**config.mk**
```make
export PLATFORM = sky130hd
export DESIGN_NAME = seg7_to_ascii_uart_tx_flat
export DESIGN_NICKNAME = d
export VERILOG_FILES = /design/src/rtl/seg7_to_ascii_uart_tx_if.sv /design/src/rtl/seg7_to_ascii_uart_tx.sv /design/src/flat_wrapper.sv
export SDC_FILE = /design/constraint.sdc
export NUM_CORES = 1
export LEC_CHECK = 0
export CAP_MARGIN = 5
export CORE_MARGIN = 10
export CORE_UTILIZATION = 40
export DETAILED_ROUTE_END_ITERATION = 10
export PLACE_DENSITY_LB_ADDON = 0.2
export SETUP_SLACK_MARGIN = 0.3
export SYNTH_ARGS = -nofsm -noshare
export SYNTH_HDL_FRONTEND = slang
export SYNTH_SLANG_ARGS = --single-unit
```
**constraint.sdc**
```tcl
create_clock -name clk -period 1.8 [get_ports clk]
set_clock_uncertainty 0.1 [all_clocks]
set_input_delay 0.27 -clock clk [delete_from_list [all_inputs] [get_ports clk]]
set_output_delay 0.27 -clock clk [all_outputs]
set_load 0.01 [all_outputs]
```
**src/rtl/seg7_to_ascii_uart_tx_if.sv**
```systemverilog
// seg7_to_ascii_uart_tx_if: valid/ready handshake carrying an active-low 7-segment pattern
// seg_in    : active-low segment pattern {g,f,e,d,c,b,a}, driven by the source
// seg_valid : source has a pattern to send
// seg_ready : sink can accept a pattern this cycle
interface seg7_to_ascii_uart_tx_if;
  logic [6:0] seg_in;
  logic seg_valid;
  logic seg_ready;
  modport master(output seg_in, output seg_valid, input seg_ready);
  modport slave(input seg_in, input seg_valid, output seg_ready);
endinterface

```
**src/rtl/seg7_to_ascii_uart_tx.sv**
```systemverilog
// seg7_to_ascii_uart_tx: encode a 7-segment pattern to ASCII and send it as one UART frame
// clk, rst    : system clock, asynchronous active-high reset
// s           : slave side of the segment-pattern valid/ready handshake
// tx          : UART serial line, idle high, 8N1 (8E1 when SEG_TX_PARITY_EN is defined)
// busy        : frame in progress
// ascii_out   : ASCII code of the pattern currently or last transmitted
// invalid_seg : one-cycle pulse when an accepted pattern has no encoding (sent as '?')
module seg7_to_ascii_uart_tx #(
  parameter int CLKS_PER_BIT = 434
) (
  input  logic clk,
  input  logic rst,
  seg7_to_ascii_uart_tx_if.slave s,
  output logic tx,
  output logic busy,
  output logic [7:0] ascii_out,
  output logic invalid_seg
);
`ifdef SEG_TX_PARITY_EN
  typedef enum logic [2:0] {IDLE, START, DATA, PARITY, STOP} state_t;
`else
  typedef enum logic [1:0] {IDLE, START, DATA, STOP} state_t;
`endif
  state_t state, state_n;
  logic [15:0] clk_cnt, cnt_n;
  logic [2:0] bit_idx, idx_n;
  logic [7:0] enc;
  logic tx_n, fire, last;
  assign s.seg_ready = state == IDLE;
  assign busy = state != IDLE;
  assign fire = s.seg_valid && s.seg_ready;
  assign last = clk_cnt == 16'(CLKS_PER_BIT - 1);
  always_comb begin
    case (s.seg_in)
      7'b1000000: enc = 8'h30;
      7'b1111001: enc = 8'h31;
      7'b0100100: enc = 8'h32;
      7'b0110000: enc = 8'h33;
      7'b0011001: enc = 8'h34;
      7'b0010010: enc = 8'h35;
      7'b0000010: enc = 8'h36;
      7'b1111000: enc = 8'h37;
      7'b0000000: enc = 8'h38;
      7'b0010000: enc = 8'h39;
      7'b0001000: enc = 8'h41;
      7'b0000011: enc = 8'h42;
      7'b1000110: enc = 8'h43;
      7'b0100001: enc = 8'h44;
      7'b0000110: enc = 8'h45;
      7'b0001110: enc = 8'h46;
      7'b1111111: enc = 8'h20;
      default:    enc = 8'h3F;
    endcase
  end
  // tx_n is the line level for the current state; registering it puts tx one cycle behind state
  always_comb begin
    state_n = state;
    idx_n = bit_idx;
    cnt_n = (state == IDLE || last) ? 16'd0 : clk_cnt + 16'd1;
    tx_n = 1'b1;
    case (state)
      IDLE: state_n = fire ? START : IDLE;
      START: begin
        tx_n = 1'b0;
        if (last) begin
          state_n = DATA;
          idx_n = 3'd0;
        end
      end
      DATA: begin
        tx_n = ascii_out[bit_idx];
        if (last) begin
          idx_n = bit_idx + 3'd1;
`ifdef SEG_TX_PARITY_EN
          if (bit_idx == 3'd7) state_n = PARITY;
`else
          if (bit_idx == 3'd7) state_n = STOP;
`endif
        end
      end
`ifdef SEG_TX_PARITY_EN
      PARITY: begin
        tx_n = ^ascii_out;
        if (last) state_n = STOP;
      end
`endif
      STOP: state_n = last ? IDLE : STOP;
      default: state_n = IDLE;
    endcase
  end
  always_ff @(posedge clk or posedge rst) begin
    if (rst) begin
      state <= IDLE;
      clk_cnt <= 16'd0;
      bit_idx <= 3'd0;
      tx <= 1'b1;
      ascii_out <= 8'h00;
      invalid_seg <= 1'b0;
    end else begin
      state <= state_n;
      clk_cnt <= cnt_n;
      bit_idx <= idx_n;
      tx <= tx_n;
      ascii_out <= fire ? enc : ascii_out;
      invalid_seg <= fire && enc == 8'h3F;
    end
  end
endmodule

```
**src/flat_wrapper.sv**
```systemverilog
// flat-port wrapper written by rule: the top's interface ports become plain ports
module seg7_to_ascii_uart_tx_flat 
#(
  parameter int CLKS_PER_BIT = 434
)
  (clk, rst, tx, busy, ascii_out, invalid_seg, s_seg_in, s_seg_valid, s_seg_ready);
  seg7_to_ascii_uart_tx_if s_i ();
  input  logic clk;
  input  logic rst;
  output logic tx;
  output logic busy;
  output logic [7:0] ascii_out;
  output logic invalid_seg;
  input wire logic [$bits(s_i.seg_in)-1:0] s_seg_in;
  input wire logic [$bits(s_i.seg_valid)-1:0] s_seg_valid;
  output wire logic [$bits(s_i.seg_ready)-1:0] s_seg_ready;
  assign s_i.seg_in = s_seg_in;
  assign s_i.seg_valid = s_seg_valid;
  assign s_seg_ready = s_i.seg_ready;
  seg7_to_ascii_uart_tx #(.CLKS_PER_BIT(CLKS_PER_BIT)) u_core (.clk(clk), .rst(rst), .s(s_i), .tx(tx), .busy(busy), .ascii_out(ascii_out), .invalid_seg(invalid_seg));
endmodule
```
* After elaboration in Yosys (flattened, before gate mapping)
Cells that the tools add are included.
Cells by class: $add $sub $neg 2, reduce and logical (&&, ||, !) cells 9, order comparisons 1, muxes and demuxes 14, equality and inequality tests 25
Operator list (count):
- case mux 7 bit (17 select lines) | 1
- equality test 7 bit, second input constant | 5
- equality test 7 x 6 -> 1 bit, second input constant | 4
- equality test 7 x 5 -> 1 bit, second input constant | 3
- adder 16 x 1 -> 16 bit, second input constant | 1
- equality test 16 x 9 -> 1 bit, second input constant | 1
- two-way mux 16 bit | 1
- equality test 7 x 2 -> 1 bit, second input constant | 2
- equality test 7 x 4 -> 1 bit, second input constant | 2
- two-way mux 2 bit | 4
- case mux 2 bit (4 select lines) | 1
- equality test 7 x 3 -> 1 bit, second input constant | 1
- zero test 7 bit | 1
- two-way mux 3 bit | 2
- != test 2 x 1 -> 1 bit, second input constant | 3
- case mux 3 bit (2 select lines) | 1
- AND reduction 3 bit | 2
- equality test 2 bit, second input constant | 2
- < comparator 3 x 4 -> 1 bit, second input constant | 1
- nonzero test 2 bit | 2
- adder 3 x 1 -> 3 bit, second input constant | 1
- binary-select mux 1 bit (select 3 bit) | 1
- equality test 3 bit, second input constant | 1
- equality test 2 x 1 -> 1 bit, second input constant | 1
- other kinds (5) | 7
Storage, ports and cells: logic and storage cells 57, bits of input ports 10, register bits after elaboration 31, output and inout bits 12

* Longest topological paths before layout
Gate-level depths: netlist of run 1.
depth in word-level cells 4, gate-level depth with buffers 7, mapped depth without buffers 7

* Worst setup path before layout of run 1
Ideal clock, no wire load.
path type reg-to-reg, start reg u_core.state[0], end reg u_core.ascii_out[5], clock period less this slack 2.062 ns, setup time 0.121 ns, arrival time 1.841 ns, cell stages (with the launch flop) 8, setup slack -0.262 ns, buffers on the path 0, data required time 1.579 ns, path through dfrtp_1 -> inv_1 -> ha_1 -> nand2_1 -> a31o_1 -> a311oi_2 -> or3b_1 -> o22a_1
On the way: word-level cells in the longest chain between the ends 2
Ends and longest elaborated chain:
- start, declared | RTL line seg7_to_ascii_uart_tx.sv:24 | state_t state, state_n;
- start signal, assigned | RTL line seg7_to_ascii_uart_tx.sv:100 | state <= state_n;
- zero test 2 bit | RTL line seg7_to_ascii_uart_tx.sv:29 | assign s.seg_ready = state == IDLE;
- net s_seg_ready | RTL line flat_wrapper.sv:16 | output wire logic [$bits(s_i.seg_ready)-1:0] s_seg_ready;
- logical AND 1 bit | RTL line seg7_to_ascii_uart_tx.sv:31 | assign fire = s.seg_valid && s.seg_ready;
- end signal, assigned | RTL line seg7_to_ascii_uart_tx.sv:104 | ascii_out <= fire ? enc : ascii_out;
- end, declared | RTL line seg7_to_ascii_uart_tx.sv:16 | output logic [7:0] ascii_out,
The timed path passes the listed nets, and every way through them passes these cells. A chain may end at the register's enable or synchronous reset.

* Worst setup path after layout of run 1
start reg u_core.state[0], end reg u_core.ascii_out[5]
On the way: word-level cells in the longest chain between the ends 2
Ends and longest elaborated chain (RTL line):
- zero test 2 bit | seg7_to_ascii_uart_tx.sv:29
- logical AND 1 bit | seg7_to_ascii_uart_tx.sv:31
No other way between the ends.

==> reports/metrics.yaml, run 1 <==
outcome:
  outcome: "finished, violations left"
  violations: "negative setup slack"
pwr:
  internal-power_mw: 1.88
  ir_worst_vdd_v: 0.000977
  p_sw_frac: 0.362
  seqPwrFrac: 0.312
  p_leak_nw: 1.23
  cellPowerDensity_nw_per_um2: 1040
  p_switching_mw: 1.06
  pwr-share-clk: 0.189
  p_comb_frac: 0.499
placed_design:
  postPlaceCellArea_sq_um: 2500
  io_buffers: 20
  gp_congestion: 0.891
  hpwl_um: 3430
  pre_cts_ws_ns: -0.697
sta:
  min_period_ns: 1.90
  rsz0062_at_grt: "yes"
  timing.final.setup_violations: 4
  setup_tns_ns: -0.212
  drv_slew: 0
  finalCritPeriodShare: 1.06
  fin_ws_ns: -0.103
  hold_viol_final: 0
  max_freq_mhz: 526
detailed_routing:
  drtPass1Iterations: 4
  drt_iter0_markers: 119
  wire_per_inst_um: 14.6
  via_per_inst: 5.38
  drc_errors: 0
  vias: 1803
  antenna_left: 0
  totalWireLength_um: 4890
finish:
  final_util: 0.603
  layout-drive-gt1-share: 0.399
  fin_area_sq_um: 2830
  syn2layout_area_growth_pct: 47.9
  nets: 298
  final_common_cell: "buf_4"
  n_antenna_cell: 0
  final_cell_mix: "53 x buf_4, 28 x dfrtp_1, 17 x nor2_1"
global_routing:
  overflow: 0
  grt_max_degree: 31
  antenna_found_initial: 0
  grt_pass1_wl_um: 8140
  first_global_vias: 1762
  track_usage: 0.127
synth:
  avgSynthCellArea_sq_um: 9.29
  async_flop_share: 1.00
  syn_inst: 206
  ys.flop_type: "dfrtp_1"
  ys_seq_area_frac: 0.393
  syn-cell-area_sq_um: 1910
  yosys_warnings: 0
  synth_edf_count: 0
  synth-seq-cells: 30
  syn-num-nets: 224
  yosysUniqueCellTypes: 56
floorplanning:
  ios: 22
  initial_core_util: 0.408
  row_count: 25
  dieHeight_um: 89.2
  die_area_sq_um: 7950
  core-area_sq_um: 4690
  die_w_um: 89.2
clock_network:
  clock_latency_ns: 0.28
  root_buffer: "clkbuf_8"
  cts_inserted_buffers: 5
  htree_num_levels: 2
  cts_tree: "built"
  ctsLongestPathBuffers: 2
  path_clk_slew_ns: 0.07
  clock_sinks: 30
setup_path:
  end_kind: "flip-flop"
  critical_path.max_fanout: 3
  startpoint: "u_core.state[0]$_DFFE_PP0P_"
  crit_required_ns: 1.86
  crit_arrival_ns: 1.96
  crit_type: "flip-flop to flip-flop"
  startpoint_type: "flip-flop"
  r2r-start: "u_core.state[0]$_DFFE_PP0P_"
run:
  drv_cap: 0
min_path:
  hold_path.class: "input port to async pin"
-- state kept, by name, summed over array words and instances, names as in the netlist --
name                flops
u_core.clk_cnt         16
u_core.tx               1
u_core.bit_idx          3
u_core.ascii_out        7
u_core.invalid_seg      1
u_core.state            2
-- layout make-up --
class | instances | area [sq um]
Tap cell | 54 | 67.6
Multi-Input combinational cell | 156 | 1240
Sequential cell | 30 | 753
Clock buffer | 7 | 86.3
Clock inverter | 1 | 5.00
Inverter | 10 | 42.5
Timing Repair Buffer | 77 | 633
Fill cell | 399 | 1860
-- critical path: stages (launching register included) --
cell	delay (ns)
dfrtp_1	0.39
inv_2	0.09
ha_4	0.15
nand2_4	0.05
a31o_1	0.20
a311oi_2	0.22
or3b_4	0.42
o22a_1	0.16
-- kinds of logic after synthesis --
kind of cell	synth area share
other	0.00196
flip-flops	0.393
XOR/XNOR	0.0595
adder cells (fa/ha/maj)	0.0523
buffers and inverters	0.0484
AND/OR/NAND/NOR	0.272
AO/OA/AOI/OAI	0.139
multiplexers	0.0334
-- power by group through the flow --
stage	sequential, mW	clock (mW)	combinational (mW)
3_3_place_gp	0.932	0	1.17
2_1_floorplan	0.959	0	0.647
4_1_cts	0.914	0.574	1.33
5_1_grt	0.938	0.603	1.62
3_5_place_dp	0.929	0	1.17
6_report	0.916	0.557	1.47
-- path summary, 6_finish.rpt --
path | to | slack (ns) | depth (start not counted)
setup / recovery | u_core.ascii_out[5]$_DFFE_PP0P_ | -0.10 | 7
hold / removal | u_core.clk_cnt[12]$_DFF_PP0_ | 0.27 | 3
setup reg to reg | u_core.ascii_out[5]$_DFFE_PP0P_ | -0.10 | 7
hold reg to reg | u_core.ascii_out[4]$_DFFE_PP0P_ | 0.43 | 1
max in group asynchronous | u_core.tx$_DFF_PP1_ | 1.01 | 3
min in group clk | u_core.ascii_out[4]$_DFFE_PP0P_ | 0.43 | 1
-- routing by layer --
metal  share of wire  global-route usage  vias to the layer above
li1                -                   -                      894
met1            0.46               0.164                      877
met2            0.49               0.200                       30
met3           0.051              0.0383                        2
met4          0.0074              0.0318                        0
met5               0                   0                        -
-- timing repair --
action,in CTS,in global routing
hold buffers,0,0
resized for setup,55,16
pin swaps,7,3
buffers inserted,8,6
setup endpoints to repair,41,32
-- through the flow --
step / hold WS (ns) / power, mW / instances
4_1_cts: 0.284 / 2.81 / 329
3_3_place_gp: 0.424 / 2.10 / 313
6_report: 0.267 / 2.94 / 335
5_1_grt: 0.301 / 3.16 / 335
3_5_place_dp: 0.425 / 2.10 / 313
2_1_floorplan: 0.260 / 1.61 / 206
-- cells in the mapped netlist (all sizes together), types with 2 or more instances --
| cell type | n | area, sq um |
|---|---|---|
| ha | 8 | 100 |
| xor2 | 8 | 70.1 |
| or3 | 3 | 18.8 |
| a21oi | 3 | 15.0 |
| o21a | 2 | 15.0 |
| nor4b | 3 | 32.5 |
| nor4bb | 2 | 20.0 |
| nand4 | 7 | 43.8 |
| clkbuf | 3 | 11.3 |
| dfrtp | 29 | 726 |
| mux2i | 3 | 30.0 |
| a22o | 5 | 43.8 |
| inv | 10 | 37.5 |
| nand3 | 10 | 50.1 |
| nor3 | 7 | 35.0 |
| and3 | 2 | 12.5 |
| nand2 | 19 | 71.3 |
| nor4 | 3 | 33.8 |
| nand4bb | 2 | 22.5 |
| o21ai | 9 | 45.0 |
| nor2 | 27 | 101 |
| xnor2 | 5 | 43.8 |
| o32ai | 2 | 17.5 |
| buf | 7 | 43.8 |
(Power assumes the default switching activity.)
==> run 2, diff against run 1 <==
Settings changed: CORE_UTILIZATION 40 to 50, CTS_CLUSTER_DIAMETER set to 150.
==> run 2 against run 1 <==
  * The flow still finishes with violations (negative setup slack)
  * Hold slack better by 0.017 ns
  * Global-route usage increased by 8.4 points
  * Via count grew 35%
  * Non-clock buffer count is 30 higher
  * Highest routed layer unchanged
  * Combinational power rose by 50%
  * Sequential share of layout area is 4.0 points lower
  * Count of clock-buffer cells in the layout down 2
  * First-iteration DRC count rose to 3.2 times the previous value
  * Flip-flop and latch count unchanged
==> reports/metrics.yaml, run 2 (synthesized netlist as in run 1, its figures left out) <==
finish:
  final_common_cell: "buf_4"  # unchanged
  n_antenna_cell: 0  # unchanged
  largest-register: "u_core.clk_cnt"  # unchanged
  layout-drive-gt1-share: 0.522  # was 0.399
  largest_registers: "u_core.clk_cnt x16, u_core.ascii_out x7, u_core.bit_idx x3"  # unchanged
  multiInputGateArea_sq_um: 1450  # was 1240 sq um
  seqCellArea_sq_um: 752  # was 753 sq um
  syn2layout_area_growth_pct: 73.6  # was 47.9%
  final_cell_mix: "71 x buf_4, 29 x dfrtp_1, 18 x buf_6"  # was 53 x buf_4, 28 x dfrtp_1, 17 x nor2_1
  fillerInstances: 131  # was 399
  nets: 329  # was 298
  largest_reg_flops: 16  # unchanged
clock_network:
  cts_hold_buf: 0  # unchanged
  clock_sinks: 30  # unchanged
  ctsLongestPathBuffers: 2  # unchanged
  path_clk_slew_ns: 0.07  # about the same
  root_buffer: "clkbuf_8"  # unchanged
  htree_num_levels: 2  # unchanged
  cts_tree: "built"  # unchanged
  clock_latency_ns: 0.29  # was 0.28 ns
  cts_inserted_buffers: 5  # unchanged
setup_path:
  r2r-start: "u_core.clk_cnt[1]$_DFF_PP0_"  # was u_core.state[0]$_DFFE_PP0P_
  crit_type: "flip-flop to flip-flop"  # unchanged
  crit_required_ns: 1.84  # was 1.86 ns
  crit_arrival_ns: 2.01  # was 1.96 ns
  end_kind: "flip-flop"  # unchanged
  startpoint_type: "flip-flop"  # unchanged
  r2r_cells: 8  # was 7
  critical_path.max_fanout: 5  # was 3
  reg2reg_to: "u_core.state[1]$_DFFE_PP0P_"  # was u_core.ascii_out[5]$_DFFE_PP0P_
  timing.reg2reg.setup_slack_ns: -0.17  # was -0.10 ns
global_routing:
  grt_max_degree: 31  # unchanged
  overflow: 0  # unchanged
  track_usage: 0.211  # was 0.127
  antenna_found_initial: 0  # unchanged
  first_global_vias: 2201  # was 1762
  grt_pass1_wl_um: 10900  # was 8140 um
detailed_routing:
  drtPass1Iterations: 5  # was 4
  totalWireLength_um: 9120  # was 4890 um
  drt_iter0_markers: 376  # was 119
  vias: 2431  # was 1803
  wire_per_inst_um: 25.3  # was 14.6 um
  via_per_inst: 6.75  # was 5.38
  drc_errors: 0  # unchanged
  antenna_left: 0  # unchanged
floorplanning:
  dieHeight_um: 81.9  # was 89.2 um
  die_w_um: 81.9  # was 89.2 um
  initial_core_util: 0.519  # was 0.408
  row_count: 22  # was 25
  core-area_sq_um: 3690  # was 4690 sq um
  ios: 22  # unchanged
  die_area_sq_um: 6700  # was 7950 sq um
placed_design:
  io_buffers: 20  # unchanged
  gp_congestion: 0.865  # was 0.891
  pre_cts_ws_ns: -0.617  # was -0.697 ns
  hpwl_um: 3840  # was 3430 um
pwr:
  cellPowerDensity_nw_per_um2: 1150  # was 1040 nW/um^2
  pwr-share-clk: 0.180  # was 0.189
  p_switching_mw: 1.56  # was 1.06 mW
  p_leak_nw: 1.47  # was 1.23 nW
  finalPower_mw: 3.82  # was 2.94 mW
  p_comb_frac: 0.576  # was 0.499
  internal-power_mw: 2.26  # was 1.88 mW
  p_sw_frac: 0.409  # was 0.362
  seqPwrFrac: 0.244  # was 0.312
  ir_worst_vdd_v: 0.000552  # was 0.000977 V
sta:
  fin_ws_ns: -0.166  # was -0.103 ns
  timing.final.setup_violations: 18  # was 4
  finalCritPeriodShare: 1.09  # was 1.06
  drv_slew: 0  # unchanged
  max_freq_mhz: 509  # was 526 MHz
  rsz0062_at_grt: "yes"  # unchanged
  min_period_ns: 1.97  # was 1.90 ns
  hold_viol_final: 0  # unchanged
outcome:
  violations: "negative setup slack"  # unchanged
  outcome: "finished, violations left"  # unchanged
run:
  drv_cap: 0  # unchanged
min_path:
  hold_path.class: "input port to async pin"  # unchanged
-- run 2: changes by cell type in the layout (fill, tap and decap cells not counted), sizes merged --
cell,change
nand2,+1
buf,+33
bufinv,+1
clkbuf,-2
clkdlybuf4s15,-2
clkinv,+2
dlygate4sd2,-1
inv,-1
-- run 2: metal layers --
layer  global-route usage  vias to the layer above  wire length (um)
met5                    0                        -                 0
met1                0.223                     1143              3090
li1                     -                      958                 -
met2                0.392                      244              4330
met3               0.0437                       86               998
met4               0.0952                        0               705
-- run 2: cell type report --
cell class,instances,area share
multi-input combinational,157,0.437
timing repair buffer,107,0.271
sequential,30,0.226
clock buffer,5,0.0207
tap,48,0.0181
inverter,10,0.0151
clock inverter,3,0.0121
-- run 2: power by group through the flow --
| stage | clock network [mW] | registers, mW | logic (mW) |
|---|---|---|---|
| floorplan | 0 | 0.959 | 0.647 |
| global placement | 0 | 0.914 | 1.17 |
| detailed placement | 0 | 0.917 | 1.22 |
| CTS | 0.673 | 0.903 | 1.56 |
| global route | 0.715 | 0.940 | 2.29 |
| finish | 0.689 | 0.932 | 2.20 |
-- run 2: worst max-delay path: stages (launching register included) --
cell and delay (ns):
dfrtp_1 0.41, inv_1 0.08, ha_1 0.15, nor4b_4 0.18, nand4_1 0.17, buf_6 0.18
o21a_1 0.11, o21ai_1 0.28, o31ai_4 0.15
-- run 2: per-stage QoR --
| stage | util | hold slack [ns] | setup TNS [ns] | cell area, sq um | std cells |
|---|---|---|---|---|---|
| floorplan | - | 0.260 | -0.181 | 1980 | 206 |
| global placement | 0.690 | 0.406 | -3.61 | 2550 | 314 |
| detailed placement | 0.690 | 0.419 | -4.06 | 2550 | 314 |
| CTS | 0.832 | 0.264 | -0.284 | 3070 | 346 |
| global route | 0.901 | 0.341 | -2.89 | 3320 | 360 |
| finish | 0.901 | 0.284 | -1.75 | 3320 | 360 |
-- run 2: worst max-delay path by stage --
stage	slack, ns	startpoint	to	cells after the start
floorplan	-0.10	u_core.state[0]$_DFFE_PP0P_	u_core.ascii_out[5]$_DFFE_PP0P_	7
global placement	-0.58	s_seg_in[2]	u_core.ascii_out[5]$_DFFE_PP0P_	6
detailed placement	-0.62	s_seg_in[1]	u_core.ascii_out[5]$_DFFE_PP0P_	6
CTS	-0.11	u_core.state[0]$_DFFE_PP0P_	u_core.ascii_out[5]$_DFFE_PP0P_	7
global route	-0.23	u_core.state[0]$_DFFE_PP0P_	u_core.ascii_out[0]$_DFFE_PP0P_	8
finish	-0.17	u_core.clk_cnt[1]$_DFF_PP0_	u_core.state[1]$_DFFE_PP0P_	8
-- run 2: repair_timing --
action                     4_1_cts  5_1_grt
setup buffers                   23       13
setup endpoints to repair       40       32
pin swaps                       32       24
resized for setup               96       32
cloned                           1        1
